$ cat src/rtl/pkt_proc_deq_reader_if.sv
// Dequeue-side and downstream stream signals of the packet dequeue reader.
// The master is the reader itself. The slave is the environment: the packet
// processor read port together with the egress consumer.
interface pkt_proc_deq_reader_if;
  logic        deq_req;
  logic        out_sop;
  logic [31:0] rd_data_o;
  logic        out_eop;
  logic        m_valid;
  logic        m_ready;
  logic [31:0] m_data;
  logic        m_sop;
  logic        m_eop;
  logic        m_err;
  logic [11:0] m_len;

  modport master (
    output deq_req,
    input  out_sop, rd_data_o, out_eop,
    output m_valid, m_data, m_sop, m_eop, m_err, m_len,
    input  m_ready
  );

  modport slave (
    input  deq_req,
    output out_sop, rd_data_o, out_eop,
    input  m_valid, m_data, m_sop, m_eop, m_err, m_len,
    output m_ready
  );
endinterface

$ cat src/rtl/pkt_proc_deq_reader.sv
// Packet dequeue reader.
// The block issues dequeue requests and absorbs the fixed read latency. It
// re-frames the returned words into packets, tagging length and missing-eop
// errors. A first-word-fall-through skip FIFO holds the words for a
// valid/ready downstream. Requests are credit-limited: buffered words plus
// in-flight requests never exceed the FIFO depth.
module pkt_proc_deq_reader #(
  parameter int RD_LATENCY = 1,
  parameter int BUF_DEPTH  = 4,
  parameter int MAX_LEN    = 2048
) (
  input  logic        pck_proc_int_mem_fsm_clk,
  input  logic        pck_proc_int_mem_fsm_rst,
  input  logic        pck_proc_int_mem_fsm_sw_rstn,
  input  logic        rd_en,
  input  logic        pck_proc_empty,
  pkt_proc_deq_reader_if.master bus,
  output logic [15:0] pkt_cnt,
  output logic [7:0]  err_cnt,
  output logic [7:0]  orphan_cnt
);

  localparam int AW = $clog2(BUF_DEPTH);
  localparam int CW = AW + 2;
  localparam int EW = 47;

  typedef enum logic {IDLE, IN_PKT} state_t;

  logic clk, rst, soft_rstn;
  assign clk       = pck_proc_int_mem_fsm_clk;
  assign rst       = pck_proc_int_mem_fsm_rst;
  assign soft_rstn = pck_proc_int_mem_fsm_sw_rstn;

  function automatic logic [7:0] sat_add8(input logic [7:0] a, input logic [1:0] b);
    logic [8:0] s;
    s = {1'b0, a} + {7'd0, b};
    return s[8] ? 8'hFF : s[7:0];
  endfunction

  function automatic logic [11:0] sat_inc12(input logic [11:0] a);
    return (a == 12'hFFF) ? a : a + 12'd1;
  endfunction

  logic [RD_LATENCY-1:0] req_sr;
  logic [CW-1:0]         inflight;
  logic [CW-1:0]         fifo_count;
  logic [AW-1:0]         wr_ptr, rd_ptr;
  logic [EW-1:0]         mem [BUF_DEPTH];
  logic [EW-1:0]         head;
  logic                  ret_vld, pop;

  state_t       state, state_nx;
  logic [11:0]  len_cnt, len_nx;
  logic         err_pend, err_pend_nx;
  logic         push, push_sop, push_eop, push_err, pend_eff, len_err, orphan_inc;
  logic [11:0]  push_len;
  logic [1:0]   err_inc;

  // Count outstanding requests in the latency shift register.
  always_comb begin
    inflight = '0;
    for (int i = 0; i < RD_LATENCY; i++) inflight = inflight + CW'(req_sr[i]);
  end

  // Requests are masked during either reset so no word is popped upstream unseen.
  assign bus.deq_req = ~rst & soft_rstn & rd_en & ~pck_proc_empty &
                       ((fifo_count + inflight) < CW'(BUF_DEPTH));
  assign ret_vld     = req_sr[RD_LATENCY-1];

  // Request shift register: marks which cycles carry a returned word.
  always_ff @(posedge clk or posedge rst) begin
    if (rst)             req_sr <= '0;
    else if (!soft_rstn) req_sr <= '0;
    else                 req_sr <= (req_sr << 1) | RD_LATENCY'(bus.deq_req);
  end

  // Framer state register.
  always_ff @(posedge clk or posedge rst) begin
    if (rst) begin
      state <= IDLE; len_cnt <= '0; err_pend <= 1'b0;
    end else if (!soft_rstn) begin
      state <= IDLE; len_cnt <= '0; err_pend <= 1'b0;
    end else begin
      state <= state_nx; len_cnt <= len_nx; err_pend <= err_pend_nx;
    end
  end

  // Framer next state: classify each returned word and build its FIFO entry.
  always_comb begin
    state_nx    = state;
    len_nx      = len_cnt;
    err_pend_nx = err_pend;
    push        = 1'b0;
    push_sop    = 1'b0;
    push_eop    = 1'b0;
    push_err    = 1'b0;
    push_len    = '0;
    pend_eff    = 1'b0;
    len_err     = 1'b0;
    orphan_inc  = 1'b0;
    err_inc     = 2'd0;
    if (ret_vld) begin
      case (state)
        IDLE: begin
          if (bus.out_sop) begin
            push        = 1'b1;
            push_sop    = 1'b1;
            push_len    = 12'd1;
            len_nx      = 12'd1;
            err_pend_nx = 1'b0;
            if (bus.out_eop) push_eop = 1'b1;
            else             state_nx = IN_PKT;
          end else begin
            orphan_inc = 1'b1;
          end
        end
        IN_PKT: begin
          push = 1'b1;
          if (bus.out_sop) begin
            // Missing eop: the new sop restarts framing and taints the new packet.
            err_inc  = 2'd1;
            push_sop = 1'b1;
            push_len = 12'd1;
            pend_eff = 1'b1;
          end else begin
            push_len = sat_inc12(len_cnt);
            pend_eff = err_pend;
          end
          len_nx = push_len;
          if (bus.out_eop) begin
            len_err     = push_len > 12'(MAX_LEN);
            push_eop    = 1'b1;
            push_err    = len_err | pend_eff;
            err_inc     = err_inc + {1'b0, len_err};
            state_nx    = IDLE;
            err_pend_nx = 1'b0;
          end else begin
            err_pend_nx = pend_eff;
          end
        end
        default: state_nx = IDLE;
      endcase
    end
  end

  assign head        = mem[rd_ptr];
  assign bus.m_valid = (fifo_count != '0);
  assign pop         = bus.m_valid & bus.m_ready;
  assign bus.m_sop   = bus.m_valid & head[46];
  assign bus.m_eop   = bus.m_valid & head[45];
  assign bus.m_err   = bus.m_valid & head[44];
  assign bus.m_len   = bus.m_valid ? head[43:32] : 12'd0;
  assign bus.m_data  = bus.m_valid ? head[31:0]  : 32'd0;

  // FIFO storage: data only, no reset needed.
  always_ff @(posedge clk) begin
    if (push) mem[wr_ptr] <= {push_sop, push_eop, push_err, push_len, bus.rd_data_o};
  end

  // FIFO pointers and occupancy.
  always_ff @(posedge clk or posedge rst) begin
    if (rst) begin
      wr_ptr <= '0; rd_ptr <= '0; fifo_count <= '0;
    end else if (!soft_rstn) begin
      wr_ptr <= '0; rd_ptr <= '0; fifo_count <= '0;
    end else begin
      if (push) wr_ptr <= wr_ptr + 1'b1;
      if (pop)  rd_ptr <= rd_ptr + 1'b1;
      case ({push, pop})
        2'b10:   fifo_count <= fifo_count + CW'(1);
        2'b01:   fifo_count <= fifo_count - CW'(1);
        default: fifo_count <= fifo_count;
      endcase
    end
  end

  // Statistics counters.
  always_ff @(posedge clk or posedge rst) begin
    if (rst) begin
      pkt_cnt <= '0; err_cnt <= '0; orphan_cnt <= '0;
    end else if (!soft_rstn) begin
      pkt_cnt <= '0; err_cnt <= '0; orphan_cnt <= '0;
    end else begin
      if (pop && head[45]) pkt_cnt <= pkt_cnt + 16'd1;
      err_cnt <= sat_add8(err_cnt, err_inc);
      if (orphan_inc) orphan_cnt <= sat_add8(orphan_cnt, 2'd1);
    end
  end

endmodule
$ cat src/flat_wrapper.sv
// flat-port wrapper written by rule: the top's interface ports become plain ports
module pkt_proc_deq_reader_flat 
#(
  parameter int RD_LATENCY = 1,
  parameter int BUF_DEPTH  = 4,
  parameter int MAX_LEN    = 2048
)
  (pck_proc_int_mem_fsm_clk, pck_proc_int_mem_fsm_rst, pck_proc_int_mem_fsm_sw_rstn, rd_en, pck_proc_empty, pkt_cnt, err_cnt, orphan_cnt, bus_deq_req, bus_out_sop, bus_rd_data_o, bus_out_eop, bus_m_valid, bus_m_data, bus_m_sop, bus_m_eop, bus_m_err, bus_m_len, bus_m_ready);
  pkt_proc_deq_reader_if bus_i ();
  input  logic pck_proc_int_mem_fsm_clk;
  input  logic pck_proc_int_mem_fsm_rst;
  input  logic pck_proc_int_mem_fsm_sw_rstn;
  input  logic rd_en;
  input  logic pck_proc_empty;
  output logic [15:0] pkt_cnt;
  output logic [7:0] err_cnt;
  output logic [7:0] orphan_cnt;
  output wire logic [$bits(bus_i.deq_req)-1:0] bus_deq_req;
  input wire logic [$bits(bus_i.out_sop)-1:0] bus_out_sop;
  input wire logic [$bits(bus_i.rd_data_o)-1:0] bus_rd_data_o;
  input wire logic [$bits(bus_i.out_eop)-1:0] bus_out_eop;
  output wire logic [$bits(bus_i.m_valid)-1:0] bus_m_valid;
  output wire logic [$bits(bus_i.m_data)-1:0] bus_m_data;
  output wire logic [$bits(bus_i.m_sop)-1:0] bus_m_sop;
  output wire logic [$bits(bus_i.m_eop)-1:0] bus_m_eop;
  output wire logic [$bits(bus_i.m_err)-1:0] bus_m_err;
  output wire logic [$bits(bus_i.m_len)-1:0] bus_m_len;
  input wire logic [$bits(bus_i.m_ready)-1:0] bus_m_ready;
  assign bus_deq_req = bus_i.deq_req;
  assign bus_i.out_sop = bus_out_sop;
  assign bus_i.rd_data_o = bus_rd_data_o;
  assign bus_i.out_eop = bus_out_eop;
  assign bus_m_valid = bus_i.m_valid;
  assign bus_m_data = bus_i.m_data;
  assign bus_m_sop = bus_i.m_sop;
  assign bus_m_eop = bus_i.m_eop;
  assign bus_m_err = bus_i.m_err;
  assign bus_m_len = bus_i.m_len;
  assign bus_i.m_ready = bus_m_ready;
  pkt_proc_deq_reader #(.RD_LATENCY(RD_LATENCY), .BUF_DEPTH(BUF_DEPTH), .MAX_LEN(MAX_LEN)) u_core (.pck_proc_int_mem_fsm_clk(pck_proc_int_mem_fsm_clk), .pck_proc_int_mem_fsm_rst(pck_proc_int_mem_fsm_rst), .pck_proc_int_mem_fsm_sw_rstn(pck_proc_int_mem_fsm_sw_rstn), .rd_en(rd_en), .pck_proc_empty(pck_proc_empty), .bus(bus_i), .pkt_cnt(pkt_cnt), .err_cnt(err_cnt), .orphan_cnt(orphan_cnt));
endmodule
$ cat config.mk
export PLATFORM = sky130hd
export DESIGN_NAME = pkt_proc_deq_reader_flat
export DESIGN_NICKNAME = d
export VERILOG_FILES = /design/src/rtl/pkt_proc_deq_reader_if.sv /design/src/rtl/pkt_proc_deq_reader.sv /design/src/flat_wrapper.sv
export SDC_FILE = /design/constraint.sdc
export NUM_CORES = 1
export LEC_CHECK = 0
export ABC_AREA = 1
export BUFFER_PORTS_ARGS = -buffer_cell sky130_fd_sc_hd__buf_2
export CAP_MARGIN = 15
export CORE_MARGIN = 2
export CORE_UTILIZATION = 28
export DETAILED_ROUTE_END_ITERATION = 10
export GPL_ROUTABILITY_DRIVEN = 0
export PLACE_DENSITY = 0.51
export SYNTH_ARGS = -nofsm -noshare
export SYNTH_HDL_FRONTEND = slang
export SYNTH_SLANG_ARGS = --single-unit
$ cat constraint.sdc
create_clock -name pck_proc_int_mem_fsm_clk -period 4.7 [get_ports pck_proc_int_mem_fsm_clk]
set_input_delay 0.47 -clock pck_proc_int_mem_fsm_clk [delete_from_list [all_inputs] [get_ports pck_proc_int_mem_fsm_clk]]
set_output_delay 0.47 -clock pck_proc_int_mem_fsm_clk [all_outputs]
set_load 0.01 [all_outputs]
==> results of run 1 <==
==> metrics by stage <==
step / area (µm²) / hold slack (ns) / instances
finish: 12900 / 0.117 / 1683
floorplan: 10700 / 0.465 / 1029
global placement: 11900 / 0.477 / 1627
global route: 12900 / 0.0961 / 1680
CTS: 12900 / 0.0895 / 1680
detailed placement: 11900 / 0.481 / 1627
==> power groups by stage <==
stage / logic [µW] / clock network (µW) / registers [µW]
final: 1030 / 2310 / 2350
after global routing: 1160 / 2460 / 2350
after CTS: 1060 / 2390 / 2350
after detailed placement: 1060 / 0 / 2390
after global placement: 1050 / 0 / 2390
after floorplan: 643 / 0 / 2390
==> state kept, by name, indices dropped and copies added (netlist names) <==
register,count
u_core.mem,188
u_core.len_cnt,12
u_core.rd_ptr,2
u_core.state,1
u_core.err_pend,1
u_core.fifo_count,4
u_core.err_cnt,8
u_core.wr_ptr,2
u_core.pkt_cnt,16
u_core.orphan_cnt,8
u_core.req_sr,1
==> routing by layer <==
metal / routed length [µm] / share of wire / vias up / GRT usage
met5: 0 / 0 / - / 0
met4: 473 / 0.018 / 0 / 0.0313
met3: 1390 / 0.053 / 31 / 0.0258
met2: 11700 / 0.45 / 172 / 0.209
met1: 12700 / 0.48 / 3620 / 0.186
li1: - / - / 3757 / -
==> final cells by class <==
class,count,area (µm²)
Clock buffer,33,741
Fill cell,3824,24800
Inverter,87,330
Timing Repair Buffer,134,706
Antenna cell,3,7.51
Multi-Input combinational cell,652,3200
Tap cell,511,639
Clock inverter,20,254
Sequential cell,243,7020
==> worst max path at each step <==
| stage | slack [ns] | end | start |
|---|---|---|---|
| floorplan | 1.31 | u_core.err_cnt[3] | u_core.len_cnt[0] |
| global placement | 0.90 | u_core.err_cnt[3] | u_core.len_cnt[0] |
| detailed placement | 0.77 | u_core.err_cnt[3] | u_core.len_cnt[0] |
| CTS | 0.77 | u_core.err_cnt[3] | u_core.len_cnt[0] |
| global route | 0.36 | u_core.err_cnt[3] | u_core.len_cnt[0] |
| finish | 0.77 | u_core.err_cnt[3] | u_core.len_cnt[0] |
==> Yosys cell counts (all sizes together) <==
library cell and instances:
clkbuf 22, a211oi 1, a221oi 1, o21a 3, o31ai 3, fa 2, inv 86, o21ai 125
clkinv 1, xnor2 3, dfrtp 55, nand4 10, nor2 243, nand2 100, buf 25, a32o 1
nand3 37, edfxtp 188, a21oi 61, and3 1, o32ai 2, nor3 15, or2 3, nor4 3
a31oi 3, o21bai 3, ha 12, o22ai 11, xor2 9
==> worst max-delay path, cell delays in order (launching register included) <==
cell	delay [ns]
dfrtp_1	0.47
ha_1	0.24
nand2_2	0.10
nor2_4	0.14
nand2_1	0.12
inv_1	0.08
nand2_1	0.05
nand3_1	0.11
nand2_1	0.08
nor2_1	0.10
nand2_1	0.07
o21bai_2	0.15
inv_1	0.06
ha_1	0.26
nor2_1	0.04
a211oi_1	0.25
ha_1	0.23
inv_1	0.06
fa_1	0.39
nor2_1	0.12
inv_1	0.08
nor3_1	0.25
nand2_1	0.09
nor2_1	0.15
o21ai_0	0.10
inv_1	0.08
==> cells by family after synthesis <==
| group | synth area share |
|---|---|
| buffers and inverters | 0.0501 |
| AND/OR/NAND/NOR | 0.162 |
| adder cells (fa/ha/maj) | 0.0177 |
| XOR/XNOR | 0.00980 |
| flip-flops | 0.655 |
| AO/OA/AOI/OAI | 0.106 |
==> flow_summary_export.csv, run 1 <==
group,metric,value,unit
run_status,outcome,"completed",
floorplanning,die_area,0.0399,mm²
placed_design,hpwlAfterDp,15800,µm
setup_path,critical_path_required,5.19,ns
yosys,seq_area_frac_synth,0.655,
setup_path,cp-start-kind,"flip-flop",
clocking,postCtsHoldBufs,0,
setup_path,arrival,4.42,ns
sta,setup_tns,0,ns
cells_and_area,area_growth,20.3,%
sta,min_period,3.93,ns
sta,fin_worst_skew,0.0152,ns
routing,drc,0,
clocking,clkLatencyLatePin,0.56,ns
floorplanning,die_w,200,µm
clocking,cts_htree_levels,1,
global_route,grt_pass1_vias,7259,
setup_path,r2r-end,"u_core.err_cnt[3]",
routing,routedWlPerCell,15.6,µm
cells_and_area,mostFrequentLayoutCell,"nor2_1",
power,p_seq_frac,0.413,
power,worst_ir_drop_vdd,266,µV
floorplanning,core_area,0.0377,mm²
clocking,post_cts_buffers,0,
power,p_sw_frac,0.288,
yosys,synthCells,1029,
power,clkPwrFrac,0.407,
setup_path,critPathKind,"reg -> reg",
power,power,5690,µW
routing,drt_iter0_markers,407,
yosys,yosys-top-cells-area,"edfxtp_1, dfrtp_1, nor2_1",
cells_and_area,final_nets,1201,
sta,worstMarginPinSlew,1.09,ns
yosys,synth.cell_area,0.0107,mm²
floorplanning,pin_count,121,
clocking,cts_buffers,29,
sta,rsz0062_at_grt,"false",
global_route,grt_overflow,0,
yosys,synth_top_area_frac,0.526,
setup_path,worstSetupEndpointType,"flip-flop",
clocking,cts-root-buf,"clkbuf_16",
cells_and_area,drive_gt1_frac,0.177,
yosys,yosysUniqueCellTypes,43,
setup_path,r2r-start,"u_core.len_cnt[0]",
placed_design,io_buffers,120,
global_route,grtUsageTotal,0.132,
sta,hold_violations,0,
power,p_comb_frac,0.180,
yosys,syn_area_per_cell,10.4,µm²
setup_path,ff2ff_path_depth,25,
setup_path,cp_max_fo,8,
yosys,yosys.area.top_type,"edfxtp_1",
routing,ant_nets,0,
yosys,synthesis.nets,1083,
routing,vias,7580,
setup_path,reg2reg_setup_slack,0.77,ns
run,maxCapViolCount,0,
floorplanning,start_util,0.285,
floorplanning,die_height,200,µm
sta,fin_crit_sh,0.837,
sta,finalSetupViolCount,0,
sta,final-max-slew-violation-count,0,
global_route,grt_max_degree,96,
power,internal_power,4050,µW
power,p_leak,0.00510,µW
routing,vias_per_cell,4.50,
clocking,clkTransAtPathRegs,0.06,ns
clocking,cts.sink_count,243,
placed_design,dp_slack,0.766,ns
sta,fmax,0.254,GHz
power,p_switching,1640,µW
floorplanning,fp-row-count,71,
sta,relSlewSlack,0.271,
hold_path,hold_class,"in -> async",
clocking,cts_resized,0,
cells_and_area,mostFrequentLayoutCells,"nor2_1, edfxtp_1, o21ai_0",
routing,postRouteWirelength,26300,µm
yosys,ys_ff_latch,243,
global_route,grt_pass1_wl,41000,µm
yosys,synth_warnings,0,
sta,setup_ws,0.766,ns
cells_and_area,fin_util,0.342,
clocking,cts_tree,"yes",
routing,drt_pass1_iterations,5,
power,power.density,441,mW/mm²
global_route,antenna_found_initial,1,
clocking,clockBufferDepth,3,
Power figures use the tool's default switching activity.
==> run 2: changes to the inputs <==
- PLACE_DENSITY: 0.51 -> 0.53
- clock period: 4.7 -> 3.6 ns (I/O delays scaled with it)
==> flow_summary_export.csv, run 2 (synthesis gave the netlist of run 1 again) <==
group,metric,value,unit
sta,fin_worst_skew,0.0142,ns
sta,min_period,3.56,ns
cells_and_area,final_nets,1249,
clocking,clkTransAtPathRegs,0.06,ns
power,p_leak,0.00527,µW
floorplanning,die_area,0.0399,mm²
routing,drc,0,
setup_path,ff2ff_path_depth,25,
routing,vias,7839,
routing,drt_iter0_markers,327,
placed_design,io_buffers,120,
clocking,cts-root-buf,"clkbuf_16",
cells_and_area,top_register,"u_core.mem",
floorplanning,start_util,0.285,
sta,hold_violations,0,
sta,fin_crit_sh,0.989,
floorplanning,die_height,200,µm
cells_and_area,fin_util,0.352,
setup_path,worstSetupEndpointType,"flip-flop",
run,maxCapViolCount,0,
clocking,cts_tree,"yes",
clocking,cts_htree_levels,1,
setup_path,r2r-start,"u_core.len_cnt[1]",
setup_path,reg2reg_setup_slack,0.04,ns
setup_path,crit_path_end,"u_core.err_cnt[3]",
floorplanning,fp-row-count,71,
cells_and_area,regArea,0.00702,mm²
setup_path,cp_slowest_cell,"dfrtp_1",
setup_path,cp-start-kind,"flip-flop",
sta,worstMarginPinSlew,1.09,ns
setup_path,cp_max_fo,5,
setup_path,crit_path_max_incr_delay,0.40,ns
routing,routedWlPerCell,15.5,µm
cells_and_area,drive_gt1_frac,0.196,
sta,setup_ws,0.0394,ns
global_route,grtUsageTotal,0.131,
routing,ant_nets,0,
placed_design,hpwlAfterDp,15600,µm
floorplanning,die_w,200,µm
power,worst_ir_drop_vdd,338,µV
power,power.density,526,mW/mm²
floorplanning,pin_count,121,
cells_and_area,reg.largest.list,"u_core.mem x188, u_core.pkt_cnt x16, u_core.len_cnt x12",
cells_and_area,multi_input_area,0.00329,mm²
clocking,clkLatencyLatePin,0.56,ns
clocking,cts.sink_count,243,
sta,final-max-slew-violation-count,0,
setup_path,cp-startpoint,"u_core.len_cnt[1]",
cells_and_area,largest_register_ffs,188,
clocking,clockBufferDepth,3,
cells_and_area,fillerInstances,3814,
sta,rsz0062_at_grt,"true",
sta,relSlewSlack,0.276,
routing,vias_per_cell,4.55,
setup_path,r2r-end,"u_core.err_cnt[3]",
setup_path,critPathKind,"reg -> reg",
run_status,outcome,"completed",
global_route,antenna_found_initial,3,
clocking,cts_buffers,28,
global_route,grt_max_degree,96,
cells_and_area,area_growth,23.8,%
cells_and_area,mostFrequentLayoutCell,"nor2_1",
setup_path,arrival,4.06,ns
hold_path,hold_class,"in -> reg",
setup_path,critical_path_required,4.10,ns
cells_and_area,mostFrequentLayoutCells,"nor2_1, edfxtp_1, o21ai_0",
routing,postRouteWirelength,26700,µm
sta,finalSetupViolCount,0,
global_route,grt_pass1_wl,41000,µm
sta,fmax,0.281,GHz
floorplanning,core_area,0.0377,mm²
placed_design,dp_slack,-0.0608,ns
power,power,6990,µW
routing,drt_pass1_iterations,5,
global_route,grt_pass1_vias,7316,
global_route,grt_overflow,0,
==> run 2: where the power goes <==
group,leakage [µW],internal (µW),switching [µW]
registers,0.00255,3050,19.7
logic,0.00232,428,962
clock network,0.000390,1430,1090
total,0.00527,4910,2070
==> run 2: layout make-up <==
type,count,share of cell area
Antenna cell,2,0.000377
Clock buffer,35,0.0555
Clock inverter,8,0.00509
Inverter,87,0.0249
Multi-Input combinational cell,653,0.248
Sequential cell,243,0.529
Tap cell,511,0.0482
Timing Repair Buffer,182,0.0890
==> run 2: worst min path at each step <==
stage / startpoint / endpoint / slack, ns / cells past startpoint
floorplan: pck_proc_empty / u_core.req_sr / 0.43 / 1
global placement: u_core.err_pend / u_core.err_pend / 0.47 / 1
detailed placement: u_core.err_pend / u_core.err_pend / 0.48 / 1
CTS: bus_rd_data_o[14] / u_core.mem[2][14] / 0.0007 / 1
global route: bus_rd_data_o[15] / u_core.mem[0][15] / 0.005 / 1
finish: bus_rd_data_o[7] / u_core.mem[2][7] / 0.03 / 1
==> run 2: through the flow <==
stage / area, µm² / instances / hold slack (ns) / TNS (ns)
final: 13300 / 1721 / 0.0313 / 0
after global routing: 13300 / 1719 / 0.00539 / -1.48
after CTS: 13100 / 1710 / 0.000721 / 0
after detailed placement: 12100 / 1642 / 0.482 / -0.147
after global placement: 12100 / 1642 / 0.475 / 0
after floorplan: 10700 / 1029 / 0.433 / 0
==> run 2: what timing repair did <==
item,in CTS,in global routing
endpoints found under the hold margin,97,1
endpoints found under the setup margin,7,8
setup buffers,0,7
pin swaps,0,12
hold buffers,25,1
gates cloned,0,1
gates resized for setup,1,24
==> run 2: critical path: cells and delay by family, from the launching register on <==
| kind | cells | cell delay [ns] |
|---|---|---|
| AO/OA/AOI/OAI | 3 | 0.50 |
| flip-flops | 1 | 0.40 |
| adder cells (fa/ha/maj) | 4 | 1.05 |
| AND/OR/NAND/NOR | 13 | 1.27 |
| buffers and inverters | 5 | 0.30 |
==> run 2: layer usage <==
layer	routed length (µm)	up-vias	GRT usage	part of all wire
met2	12000	213	0.210	0.45
met1	12400	3733	0.177	0.46
met4	724	2	0.0406	0.027
li1	-	3845	-	-
met5	13	-	0	0.00049
met3	1590	46	0.0300	0.059
